## src/rtl/alu_op_sequencer.sv

```systemverilog
// Feeds opcode and operands, collected as three words, to a 4-bit combinational ALU.
// Registers the result with a divide-by-zero substitute and hands it off on a valid/ready stream.
module alu_op_sequencer #(
  parameter logic [3:0] DIV0_RESULT = 4'hF,
  parameter int         CNT_W       = 8
) (
  input  logic             clk,
  input  logic             rst_n,
  input  logic             flush,
  input  logic [3:0]       in_data,
  input  logic             in_valid,
  output logic             in_ready,
  output logic [2:0]       alu_oc,
  output logic [3:0]       alu_a,
  output logic [3:0]       alu_b,
  input  logic [3:0]       alu_f,
  output logic [3:0]       res_data,
  output logic             res_err,
  output logic             res_valid,
  input  logic             res_ready,
  output logic [CNT_W-1:0] op_count,
  output logic             busy
);

  typedef enum logic [2:0] {
    S_OC   = 3'd0,
    S_A    = 3'd1,
    S_B    = 3'd2,
    S_EXEC = 3'd3,
    S_HOLD = 3'd4
  } state_e;

  localparam logic [2:0] OP_DIV = 3'b011;

  state_e           state_q;
  logic [2:0]       oc_q;
  logic [3:0]       a_q;
  logic [3:0]       b_q;
  logic [3:0]       res_data_q;
  logic             res_err_q;
  logic             res_valid_q;
  logic [CNT_W-1:0] cnt_q;

  logic in_xfer;
  logic out_xfer;
  logic div0;

  assign in_ready = (state_q == S_OC) || (state_q == S_A) || (state_q == S_B);
  assign busy     = (state_q != S_OC);
  assign in_xfer  = in_valid & in_ready;
  assign out_xfer = res_valid_q & res_ready;
  assign div0     = (oc_q == OP_DIV) && (b_q == 4'd0);

  always_ff @(posedge clk or negedge rst_n) begin
    if (!rst_n) begin
      state_q     <= S_OC;
      oc_q        <= 3'd0;
      a_q         <= 4'd0;
      b_q         <= 4'd0;
      res_data_q  <= 4'd0;
      res_err_q   <= 1'b0;
      res_valid_q <= 1'b0;
      cnt_q       <= '0;
    end else if (flush) begin
      // Abort wins over every handshake; operand and result registers keep their contents.
      state_q     <= S_OC;
      res_valid_q <= 1'b0;
    end else begin
      unique case (state_q)
        S_OC: begin
          if (in_xfer) begin
            oc_q    <= in_data[2:0];
            state_q <= S_A;
          end
        end
        S_A: begin
          if (in_xfer) begin
            a_q     <= in_data;
            state_q <= S_B;
          end
        end
        S_B: begin
          if (in_xfer) begin
            b_q     <= in_data;
            state_q <= S_EXEC;
          end
        end
        S_EXEC: begin
          // alu_f has had a full cycle to settle from the stable operand registers.
          if (div0) begin
            res_data_q <= DIV0_RESULT;
            res_err_q  <= 1'b1;
          end else begin
            res_data_q <= alu_f;
            res_err_q  <= 1'b0;
          end
          res_valid_q <= 1'b1;
          state_q     <= S_HOLD;
        end
        S_HOLD: begin
          if (out_xfer) begin
            res_valid_q <= 1'b0;
            cnt_q       <= cnt_q + CNT_W'(1);
            state_q     <= S_OC;
          end
        end
        default: begin
          state_q     <= S_OC;
          res_valid_q <= 1'b0;
        end
      endcase
    end
  end

  assign alu_oc    = oc_q;
  assign alu_a     = a_q;
  assign alu_b     = b_q;
  assign res_data  = res_data_q;
  assign res_err   = res_err_q;
  assign res_valid = res_valid_q;
  assign op_count  = cnt_q;

endmodule
```

## config.mk

```make
export PLATFORM = sky130hd
export DESIGN_NAME = alu_op_sequencer
export DESIGN_NICKNAME = d
export VERILOG_FILES = /design/src/rtl/alu_op_sequencer.sv
export SDC_FILE = /design/constraint.sdc
export NUM_CORES = 1
export LEC_CHECK = 0
export ABC_AREA = 1
export CAP_MARGIN = 20
export CORE_MARGIN = 2
export CORE_UTILIZATION = 25
export DETAILED_ROUTE_END_ITERATION = 7
export GPL_ROUTABILITY_DRIVEN = 0
export PLACE_DENSITY = 0.49
export RECOVER_POWER = 25
export SLEW_MARGIN = 10
export SYNTH_ARGS = -nofsm -noshare
export SYNTH_HDL_FRONTEND = slang
export SYNTH_SLANG_ARGS = --single-unit
```

## constraint.sdc

```tcl
create_clock -name clk -period 1.4 [get_ports clk]
set_input_delay 0.35 -clock clk [delete_from_list [all_inputs] [get_ports clk]]
set_output_delay 0.35 -clock clk [all_outputs]
set_load 0.01 [all_outputs]
```

==> results.txt, run 1 <==
----------------------------------------------------
[Detailed routing]
  Detailed-route wire length per cell ... between 10 and 15 µm
  Number of remaining DRC errors ... 0
  Number of nets with antenna violations after routing ... 0
  Number of violations reported at the end of detailed-routing iteration 0 ... 29
  Drt via density ... 4.10
  Via count of the routed design ... approximately 1,300
  Post-Route WL ... 3.53 mm
  Number of detailed-routing iterations run before antenna repair ... 4

[Pwr]
  Share of power burned in the clock network ... 0.225
  Net Sw Power ... roughly 0.97 mW
  Relative contribution of combinational cells to total power ... 0.379
  Sw Ratio ... 0.325
  Total power ... 2.98 mW
  Sequential share of power ... 0.396
  Lkg Pwr ... 1.13 nW
  PD cells ... between 1000 and 1500 nW/µm²
  Peak supply drop ... 0.000648 V
  Internal power consumption ... a little over 2 mW

[Timing]
  Slew Viols, Final ... 0
  Post-route worst setup slack ... -0.0667 ns
  Part of the cycle the worst path needs ... 1.05
  Endpoints failing hold ... 0
  Relative slew margins ... 0.510
  Max Fclk ... 0.682 GHz
  Tightest Pin Transition ... 0.735 ns
  Final worst path period need ... approximately 1.5 ns
  Setup violation total in the final timing report ... 2
  Unrepaired setup endpoints after global routing ... true
  Largest clock skew in the final design ... ~0.0022 ns

[Synth]
  Most common flop cell mapped by yosys ... sky130_fd_sc_hd__dfrtp_1
  Fraction of registers with async set/reset ... 1.00
  Post-synthesis average cell area ... 8.20 µm²
  Area leader, netlist ... sky130_fd_sc_hd__dfrtp_1
  Synth Instances ... between 150 and 200
  Number of flops mapped to enable cells by yosys ... 0
  Library cells used by synthesis ... 22
  Synth top area share ... 0.534
  Leading cell types by total area after synthesis ... sky130_fd_sc_hd__dfrtp_1, sky130_fd_sc_hd__nand2_1, sky130_fd_sc_hd__o21ai_1
  Post-synth net total ... approximately 170
  Synthesized flop and latch total ... 28
  Sequential cell area fraction in the yosys report ... 0.534
  Syn. warnings ... 0
  Netlist area before placement ... roughly 1300 µm²

[Setup path]
  Crit-path max cell delay ... around 0.44 ns
  Critical Path, Cell by Cell ... buf_6 > a21oi_4 > buf_6
  Path type of the worst setup path ... flip-flop to output port
  Reg2Reg Depth ... 9
  Critical path launch point type ... flip-flop
  CP most frequent cell ... sky130_fd_sc_hd__buf_6
  Peak fanout along the critical path ... 3
  Sort of element at the end of the critical path ... output port
  Arrival time at the worst endpoint ... 1.12 ns
  End of the worst register-to-register path ... op_count[7]
  Register-to-Register Setup Slack ... 0.01 ns
  Reg-to-Reg Start ... state_q[1]
  Worst EP required ... 1.05 ns
  Cell with the biggest individual delay on the critical path ... sky130_fd_sc_hd__dfrtp_1

[Finish]
  Final Util ... 0.424
  Signed area change from the synthesized netlist to the final layout ... 64.0%
  Most common cell after layout, fill and taps aside ... sky130_fd_sc_hd__nand2_1
  Number of nets at the end of the flow ... 250
  Number of filler instances in the final layout ... 543
  Layout cell share with drive strength beyond 1 ... 0.238
  Top library cells by usage in the layout, fill and taps aside ... sky130_fd_sc_hd__nand2_1, sky130_fd_sc_hd__dfrtp_1, sky130_fd_sc_hd__buf_4, sky130_fd_sc_hd__dlygate4sd2_1, sky130_fd_sc_hd__o21ai_1
  Number of diodes added for antenna fixing ... 0

[Floorplanning]
  Die outline height ... approximately 76 µm
  Effective utilization at floorplan ... 0.258
  Die Wd ... 76.4 µm
  Total die area ... 5840 µm²
  Number of ports placed on the die boundary ... 40
  Core Region ... between 5000 and 6000 µm²
  Number of placement rows ... 26

[Global route]
  Pin count of the biggest net entering global routing ... 29
  Global-route wire length before repair ... 5.65 mm
  Via count of the first global-routing pass ... 1,255
  Global routing usage summed across all routing layers ... 0.119
  Overflow after GRT ... 0
  Number of antenna violations at the first check in global routing ... 0

[Clocking]
  CTS tree ... done
  Worst-Skew Late Latency ... 0.28 ns
  Total clock buffers created by CTS ... 3
  CTS hold repair buffers ... 0
  Cell at the root of the clock tree ... sky130_fd_sc_hd__clkbuf_8
  CTS clock-pin slew for the worst setup and hold paths ... 0.10 ns
  Worst-case clock buffer depth ... 2
  Clock H-tree levels ... 1
  Number of sinks handled by clock tree synthesis ... 28

[Worst hold path]
  Worst hold path stage count ... 2
  Start point of the worst min-delay path ... res_data[1]
  Worst hold path type ... flip-flop to flip-flop
  Worst Hold End ... res_data[1]

[Place]
  Final HPWL DP ... 2.44 mm
  Number of port buffers ... 39

[Status]
  Violations in the final reports ... negative setup slack
  Result of the run ... finished with violations

[Run]
  # Max-Cap Violations ... 0

----------------------------------------------------
## power by group through the flow
stage | clock network, mW | logic [mW] | registers [mW]
after floorplan | 0 | 0.332 | 1.30
after global placement | 0 | 1.12 | 1.22
after detailed placement | 0 | 1.12 | 1.22
after CTS | 0.677 | 1.04 | 1.18
after global routing | 0.717 | 1.24 | 1.21
final | 0.669 | 1.13 | 1.18
## critical path: cells and delay by family (launching register included)
family / cells / cell delay (ns)
buffers and inverters: 2 / 0.27
AOI/OAI and AO/OA: 1 / 0.13
DFF: 1 / 0.44
## cells by family after synthesis
kind of cell    after synthesis  synth area share
flops                        28             0.534
simple gates                 92             0.304
fa+ha+maj                     1           0.00954
compound gates               16            0.0639
buf+inv                      19            0.0611
xor+xnor                      4            0.0267
## worst max path at each step
stage	from	endpoint	slack, ns	depth (start not counted)
global route	state_q[2]	in_ready	-0.12	3
detailed placement	flush	op_count[7]	-0.20	8
CTS	state_q[1]	in_ready	-0.12	3
floorplan	state_q[0]	op_count[7]	0.20	8
global placement	flush	op_count[7]	-0.18	8
finish	state_q[2]	in_ready	-0.07	3
## layout make-up
class	count	area (µm²)	area share
sequential	28	702	0.326
timing repair buffer	73	646	0.300
multi-input combinational	113	578	0.269
tap	70	87.6	0.0407
inverter	17	66.3	0.0308
clock buffer	3	41.3	0.0192
clock inverter	1	30.0	0.0140
## cells in the mapped netlist, types with 2 or more instances
cell type / n
sky130_fd_sc_hd__clkinv_1: 2
sky130_fd_sc_hd__dfrtp_1: 28
sky130_fd_sc_hd__inv_1: 11
sky130_fd_sc_hd__inv_2: 4
sky130_fd_sc_hd__nand2_1: 60
sky130_fd_sc_hd__nand3_1: 12
sky130_fd_sc_hd__nand4_1: 5
sky130_fd_sc_hd__nor2_1: 9
sky130_fd_sc_hd__o21ai_1: 14
sky130_fd_sc_hd__xor2_1: 3
## flip-flops by register name, indices dropped and copies added, names as in the netlist
register   cells
alu_b          4
res_data       4
state_q        3
res_valid      1
op_count       8
res_err        1
alu_a          4
alu_oc         3
## repair_timing
action,4_1_cts,5_1_grt
endpoints found under the setup margin,27,17
setup buffers,8,3
pin swaps,1,7
gates resized for setup,34,19
## per-stage QoR
stage / setup WS, ns / cells / setup TNS (ns) / cell area, µm² / hold WS (ns)
6_report: -0.0667 / 305 / -0.127 / 2150 / 0.486
5_1_grt: -0.116 / 305 / -1.04 / 2150 / 0.512
4_1_cts: -0.123 / 302 / -0.136 / 2060 / 0.425
3_5_place_dp: -0.196 / 290 / -3.45 / 1970 / 0.469
3_3_place_gp: -0.183 / 290 / -3.52 / 1970 / 0.464
2_1_floorplan: 0.197 / 160 / 0 / 1310 / 0.0544
## layer usage
layer  GRT usage  vias to the layer above  wire (µm)
li1            -                      662          -
met1       0.166                      558       1780
met2       0.189                       27       1580
met3      0.0237                        5        136
met4      0.0327                        0         38
met5           0                        -          0
(Power assumes the default switching activity.)
==> run 2: changes to the inputs <==
--- a/config.mk
+++ b/config.mk
@@ -7,6 +7,7 @@
 export LEC_CHECK = 0
 export ABC_AREA = 1
 export CAP_MARGIN = 20
+export CORE_ASPECT_RATIO = 0.8
 export CORE_MARGIN = 2
 export CORE_UTILIZATION = 25
 export DETAILED_ROUTE_END_ITERATION = 7
==> results.txt, run 2 (same netlist as run 1, synthesis figures left out) <==
----------------------------------------------------
[Finish]
  Number of diodes added for antenna fixing ... 0 (unchanged)
  Flip-flop count of the largest register after layout ... 8 (unchanged)
  Number of filler instances in the final layout ... 528 (-2.8%)
  Signed area change from the synthesized netlist to the final layout ... 56.9%
  Number of nets at the end of the flow ... 247 (-1.2%)
  Top library cells by usage in the layout, fill and taps aside ... sky130_fd_sc_hd__nand2_1, sky130_fd_sc_hd__dfrtp_1, sky130_fd_sc_hd__dlygate4sd2_1, sky130_fd_sc_hd__buf_4, sky130_fd_sc_hd__o21ai_1
  Layout cell share with drive strength beyond 1 ... 0.225 (-0.0132)
  Most common cell after layout, fill and taps aside ... sky130_fd_sc_hd__nand2_1

[Timing]
  Tightest Pin Transition ... 0.719 ns (-0.0164 ns)
  Unrepaired setup endpoints after global routing ... true
  Final worst path period need ... 1.44 ns (-0.0271 ns)
  Part of the cycle the worst path needs ... 1.03 (-0.0193)
  Max Fclk ... 0.695 GHz (+1.9%)
  Post-route worst setup slack ... -0.0396 ns (+0.0271 ns)
  Slew Viols, Final ... 0 (unchanged)
  Relative slew margins ... 0.521 (+0.0109)
  Endpoints failing hold ... 0 (unchanged)
  Post-route setup TNS ... -0.140 ns (-0.0135 ns)
  Worst Hold Margin ... 0.487 ns (+0.000933 ns)
  Largest clock skew in the final design ... 0.00321 ns (+0.000999 ns)
  Setup violation total in the final timing report ... 8 (+6)

[Worst hold path]
  Worst hold path type ... flip-flop to flip-flop
  Start point of the worst min-delay path ... res_err

[Setup path]
  Worst EP required ... 1.05 ns (about the same)
  CP Launch Point ... state_q[1]
  Critical path launch point type ... flip-flop
  Reg-to-Reg Start ... state_q[1]
  Sort of element at the end of the critical path ... output port
  Peak fanout along the critical path ... 2 (-1)
  Arrival time at the worst endpoint ... 1.09 ns (-0.03 ns)
  Path type of the worst setup path ... flip-flop to output port

[Clocking]
  Clock H-tree levels ... 1 (unchanged)
  Worst-Skew Late Latency ... 0.27 ns (about the same)
  CTS clock-pin slew for the worst setup and hold paths ... 0.09 ns (about the same)
  Cell at the root of the clock tree ... sky130_fd_sc_hd__clkbuf_8
  Number of sinks handled by clock tree synthesis ... 28 (unchanged)
  Total clock buffers created by CTS ... 3 (unchanged)
  CTS tree ... done
  Worst-case clock buffer depth ... 2 (unchanged)

[Floorplanning]
  Die outline height ... 68.8 µm (-10%)
  Number of placement rows ... 23 (-12%)
  Core Region ... 5040 µm² (-0.76%)
  Total die area ... 5840 µm² (about the same)
  Number of ports placed on the die boundary ... 40 (unchanged)
  Die Wd ... 85.0 µm (+11%)
  Effective utilization at floorplan ... 0.260 (+0.00199)

[Place]
  Number of port buffers ... 39 (unchanged)
  Final HPWL DP ... 2.44 mm (-0.13%)
  Post-Place Worst Slack ... -0.244 ns (-0.0480 ns)

[Global route]
  Global-route wire length before repair ... 5.38 mm (-4.9%)
  Global routing usage summed across all routing layers ... 0.120 (+0.000123)
  Via count of the first global-routing pass ... 1,129 (-10%)
  Overflow after GRT ... 0 (unchanged)
  Pin count of the biggest net entering global routing ... 29 (unchanged)
  Number of antenna violations at the first check in global routing ... 0 (unchanged)

[Run]
  # Max-Cap Violations ... 0 (unchanged)

[Detailed routing]
  Via count of the routed design ... 1,226 (-2.1%)
  Post-Route WL ... 3.38 mm (-4.2%)
  Drt via density ... 4.18 (+1.9%)
  Number of detailed-routing iterations run before antenna repair ... 4 (unchanged)
  Number of violations reported at the end of detailed-routing iteration 0 ... 39 (+34%)
  Number of remaining DRC errors ... 0 (unchanged)
  Number of nets with antenna violations after routing ... 0 (unchanged)
  Detailed-route wire length per cell ... 11.5 µm (-0.27%)

[Pwr]
  PD cells ... 1290 nW/µm² (-7.0%)
  Peak supply drop ... 0.000593 V (-8.5%)
  Lkg Pwr ... 1.09 nW (-3.1%)

[Status]
  Violations in the final reports ... negative setup slack
  Result of the run ... finished with violations

----------------------------------------------------
run 2: stage by stage:
| stage | cell area (µm²) | util | power, mW | std cells |
|---|---|---|---|---|
| after CTS | 1960 | 0.388 | 2.63 | 286 |
| after floorplan | 1310 | - | 1.63 | 160 |
| after global placement | 1910 | 0.379 | 2.33 | 277 |
| after global routing | 2060 | 0.408 | 2.85 | 293 |
| final | 2060 | 0.408 | 2.65 | 293 |
| after detailed placement | 1910 | 0.379 | 2.32 | 277 |
run 2: where the power goes:
group          internal (mW)  leakage, nW  switching (mW)
clock network          0.193       0.0216           0.234
logic                  0.521        0.720           0.515
registers               1.04        0.351           0.149
run 2: cell type report:
class,count,area (µm²),share of cell area
Multi-Input combinational cell,113,571,0.277
Sequential cell,28,702,0.341
Inverter,17,63.8,0.0310
Clock buffer,3,41.3,0.0201
Timing Repair Buffer,70,602,0.293
Tap cell,62,77.6,0.0377
run 2: final timing paths:
check / to / slack [ns] / cells after the start
max in group asynchronous: state_q[2] / 0.25 / 2
min in group asynchronous: alu_oc[1] / 0.66 / 2
max: busy / -0.04 / 4
min: res_err / 0.49 / 2
max reg2reg: op_count[0] / -0.03 / 8
min reg2reg: res_err / 0.49 / 2
run 2: repair_timing:
item / in CTS / in global routing
pin swaps: 2 / 4
setup endpoints to repair: 27 / 23
buffers inserted: 6 / 7
gates cloned: 0 / 0
hold buffers: 0 / 0
resized for setup: 33 / 19
run 2: layer usage:
metal | up-vias | share of wire | track usage
met4 | 0 | 0.0053 | 0.0317
li1 | 652 | - | -
met2 | 25 | 0.46 | 0.191
met3 | 2 | 0.043 | 0.0262
met5 | - | 0 | 0
met1 | 547 | 0.50 | 0.165
run 2: worst max-delay path, stage by stage (launching register included):
cell and delay, ns:
sky130_fd_sc_hd__dfrtp_1 0.41, sky130_fd_sc_hd__buf_4 0.15, sky130_fd_sc_hd__nor2_4 0.08, sky130_fd_sc_hd__nand2_1 0.05
sky130_fd_sc_hd__buf_2 0.14
==> run 3: changes to the inputs <==
--- a/config.mk
+++ b/config.mk
@@ -14,6 +14,7 @@
 export GPL_ROUTABILITY_DRIVEN = 0
 export PLACE_DENSITY = 0.49
 export RECOVER_POWER = 25
+export REMOVE_ABC_BUFFERS = 1
 export SLEW_MARGIN = 10
 export SYNTH_ARGS = -nofsm -noshare
 export SYNTH_HDL_FRONTEND = slang
==> results.txt, run 3 (same netlist as run 1, synthesis figures left out) <==
----------------------------------------------------
[Setup path]
  Number of buffer and inverter stages on the critical path ... 2 (unchanged)
  Reg2Reg Depth ... 8 (unchanged)
  Reg-to-Reg Start ... state_q[2]
  Path type of the worst setup path ... flip-flop to output port
  Critical Path, Cell by Cell ... buf_6 > a21oi_4 > buf_6
  Worst EP required ... 1.05 ns (about the same)
  Delay-heaviest family, CP ... flip-flops
  Cell with the biggest individual delay on the critical path ... sky130_fd_sc_hd__dfrtp_1
  Critical path launch point type ... flip-flop
  Peak fanout along the critical path ... 2 (unchanged)
  Arrival time at the worst endpoint ... 1.11 ns (+0.02 ns)
  Sort of element at the end of the critical path ... output port
  Register-to-Register Setup Slack ... 0.01 ns (+0.04 ns)
  End of the worst register-to-register path ... alu_b[1]
  CP most frequent cell ... sky130_fd_sc_hd__buf_6
  Crit-path max cell delay ... 0.44 ns (+0.03 ns)

[Worst hold path]
  Start point of the worst min-delay path ... res_data[3]
  Worst hold path stage count ... 2 (unchanged)
  Worst hold path type ... flip-flop to flip-flop
  Worst Hold End ... res_data[3]

[Clocking]
  Number of sinks handled by clock tree synthesis ... 28 (unchanged)
  CTS tree ... done
  Worst-Skew Late Latency ... 0.28 ns (about the same)
  Clock H-tree levels ... 1 (unchanged)
  CTS clock-pin slew for the worst setup and hold paths ... 0.10 ns (about the same)
  CTS hold repair buffers ... 0 (unchanged)
  Worst-case clock buffer depth ... 2 (unchanged)
  Total clock buffers created by CTS ... 3 (unchanged)
  Cell at the root of the clock tree ... sky130_fd_sc_hd__clkbuf_8

[Detailed routing]
  Via count of the routed design ... 1,287 (+5.0%)
  Number of violations reported at the end of detailed-routing iteration 0 ... 34 (-13%)
  Number of nets with antenna violations after routing ... 0 (unchanged)
  Drt via density ... 4.38 (+4.6%)
  Post-Route WL ... 3.55 mm (+5.1%)
  Number of detailed-routing iterations run before antenna repair ... 3 (-1)
  Detailed-route wire length per cell ... 12.1 µm (+4.7%)
  Number of remaining DRC errors ... 0 (unchanged)

[Timing]
  Largest clock skew in the final design ... 0.00940 ns (+0.00619 ns)
  Setup violation total in the final timing report ... 2 (-6)
  Slew Viols, Final ... 0 (unchanged)
  Unrepaired setup endpoints after global routing ... true
  Post-route worst setup slack ... -0.0591 ns (-0.0195 ns)
  Relative slew margins ... 0.507 (-0.0137)
  Tightest Pin Transition ... 0.740 ns (+0.0206 ns)
  Part of the cycle the worst path needs ... 1.04 (+0.0139)
  Max Fclk ... 0.685 GHz (-1.3%)
  Endpoints failing hold ... 0 (unchanged)
  Final worst path period need ... 1.46 ns (+0.0195 ns)
  Post-route setup TNS ... -0.0959 ns (+0.0445 ns)
  Worst Hold Margin ... 0.488 ns (+0.000970 ns)

[Global route]
  Via count of the first global-routing pass ... 1,245 (+10%)
  Number of antenna violations at the first check in global routing ... 0 (unchanged)
  Pin count of the biggest net entering global routing ... 29 (unchanged)
  Global routing usage summed across all routing layers ... 0.126 (+0.00638)
  Overflow after GRT ... 0 (unchanged)
  Global-route wire length before repair ... 5.76 mm (+7.2%)

[Floorplanning]
  Effective utilization at floorplan ... 0.260 (unchanged)
  Number of placement rows ... 23 (unchanged)
  Die outline height ... 68.8 µm (unchanged)
  Core Region ... 5040 µm² (unchanged)
  Die Wd ... 85.0 µm (unchanged)
  Number of ports placed on the die boundary ... 40 (unchanged)
  Total die area ... 5840 µm² (unchanged)

[Finish]
  Final Util ... 0.423 (+0.0142)
  Layout cell share with drive strength beyond 1 ... 0.237 (+0.0120)
  Number of filler instances in the final layout ... 521 (-1.3%)
  Number of diodes added for antenna fixing ... 0 (unchanged)
  Number of nets at the end of the flow ... 247 (unchanged)
  Top library cells by usage in the layout, fill and taps aside ... sky130_fd_sc_hd__nand2_1, sky130_fd_sc_hd__dfrtp_1, sky130_fd_sc_hd__dlygate4sd2_1, sky130_fd_sc_hd__buf_4, sky130_fd_sc_hd__o21ai_1
  Flip-flop count of the largest register after layout ... 8 (unchanged)
  Signed area change from the synthesized netlist to the final layout ... 62.3%
  Most common cell after layout, fill and taps aside ... sky130_fd_sc_hd__nand2_1

[Pwr]
  Sequential share of power ... 0.423 (-0.025)
  Relative contribution of combinational cells to total power ... 0.394 (+0.003)
  Net Sw Power ... 0.948 mW (+5.6%)
  Internal power consumption ... 1.85 mW (+5.5%)
  Lkg Pwr ... 1.10 nW (+1.1%)
  Share of power burned in the clock network ... 0.183 (+0.022)
  PD cells ... 1310 nW/µm² (+2.0%)
  Sw Ratio ... 0.339 (about the same)
  Peak supply drop ... 0.000565 V (-4.6%)

[Status]
  Result of the run ... finished with violations
  Violations in the final reports ... negative setup slack

[Run]
  # Max-Cap Violations ... 0 (unchanged)

[Place]
  Number of port buffers ... 39 (unchanged)
  Final HPWL DP ... 2.45 mm (+0.52%)

----------------------------------------------------
-- run 3: how the worst max path moves through the flow --
stage / cells after the start / start / endpoint / slack (ns)
2_1_floorplan: 5 / state_q[0] / op_count[6] / 0.18
3_3_place_gp: 6 / flush / op_count[0] / -0.26
3_5_place_dp: 6 / flush / op_count[0] / -0.27
4_1_cts: 3 / state_q[2] / in_ready / -0.07
5_1_grt: 3 / state_q[2] / in_ready / -0.11
6_report: 3 / state_q[2] / in_ready / -0.06
-- run 3: routing by layer --
| metal | share of wire | global-route usage | wire length (µm) |
|---|---|---|---|
| met1 | 0.48 | 0.168 | 1690 |
| met2 | 0.45 | 0.203 | 1590 |
| met3 | 0.071 | 0.0417 | 254 |
| met4 | 0.0051 | 0.0238 | 18 |
| met5 | 0 | 0 | 0 |
-- run 3: final cells by class --
class / instances / area (µm²) / share of cell area
clock buffer: 4 / 55.1 / 0.0259
inverter: 17 / 66.3 / 0.0312
multi-input combinational: 114 / 612 / 0.287
sequential: 28 / 701 / 0.329
tap: 62 / 77.6 / 0.0364
timing repair buffer: 69 / 617 / 0.290
-- run 3: per-stage QoR --
step                      area, µm²  cells  power (mW)  setup slack, ns
after floorplan                1290    158        1.63            0.184
after global placement         1920    276        2.31           -0.256
after detailed placement       1920    276        2.32           -0.269
after CTS                      2020    290        2.73          -0.0733
after global routing           2130    294        3.01           -0.110
final                          2130    294        2.80          -0.0591
-- run 3: repair_timing --
action	in CTS	in global routing
pin swaps	1	11
setup endpoints to repair	27	22
buffers inserted	10	3
resized for setup	36	23
cloned	0	1
-- run 3: power groups by stage --
stage	combinational (mW)	sequential (mW)	clock [mW]
6_report	1.10	1.18	0.511
5_1_grt	1.22	1.21	0.569
4_1_cts	1.01	1.18	0.530
3_5_place_dp	1.10	1.22	0
3_3_place_gp	1.09	1.22	0
2_1_floorplan	0.316	1.31	0
-- run 3: worst register-to-register path, stage by stage (launching register included) --
cell	delay (ns)
sky130_fd_sc_hd__dfrtp_1	0.44
sky130_fd_sc_hd__buf_6	0.15
sky130_fd_sc_hd__buf_4	0.15
sky130_fd_sc_hd__inv_4	0.08
sky130_fd_sc_hd__nand3_4	0.09
sky130_fd_sc_hd__clkinv_1	0.05
sky130_fd_sc_hd__nand4_1	0.15
sky130_fd_sc_hd__nand2_1	0.11
sky130_fd_sc_hd__nand2_1	0.06
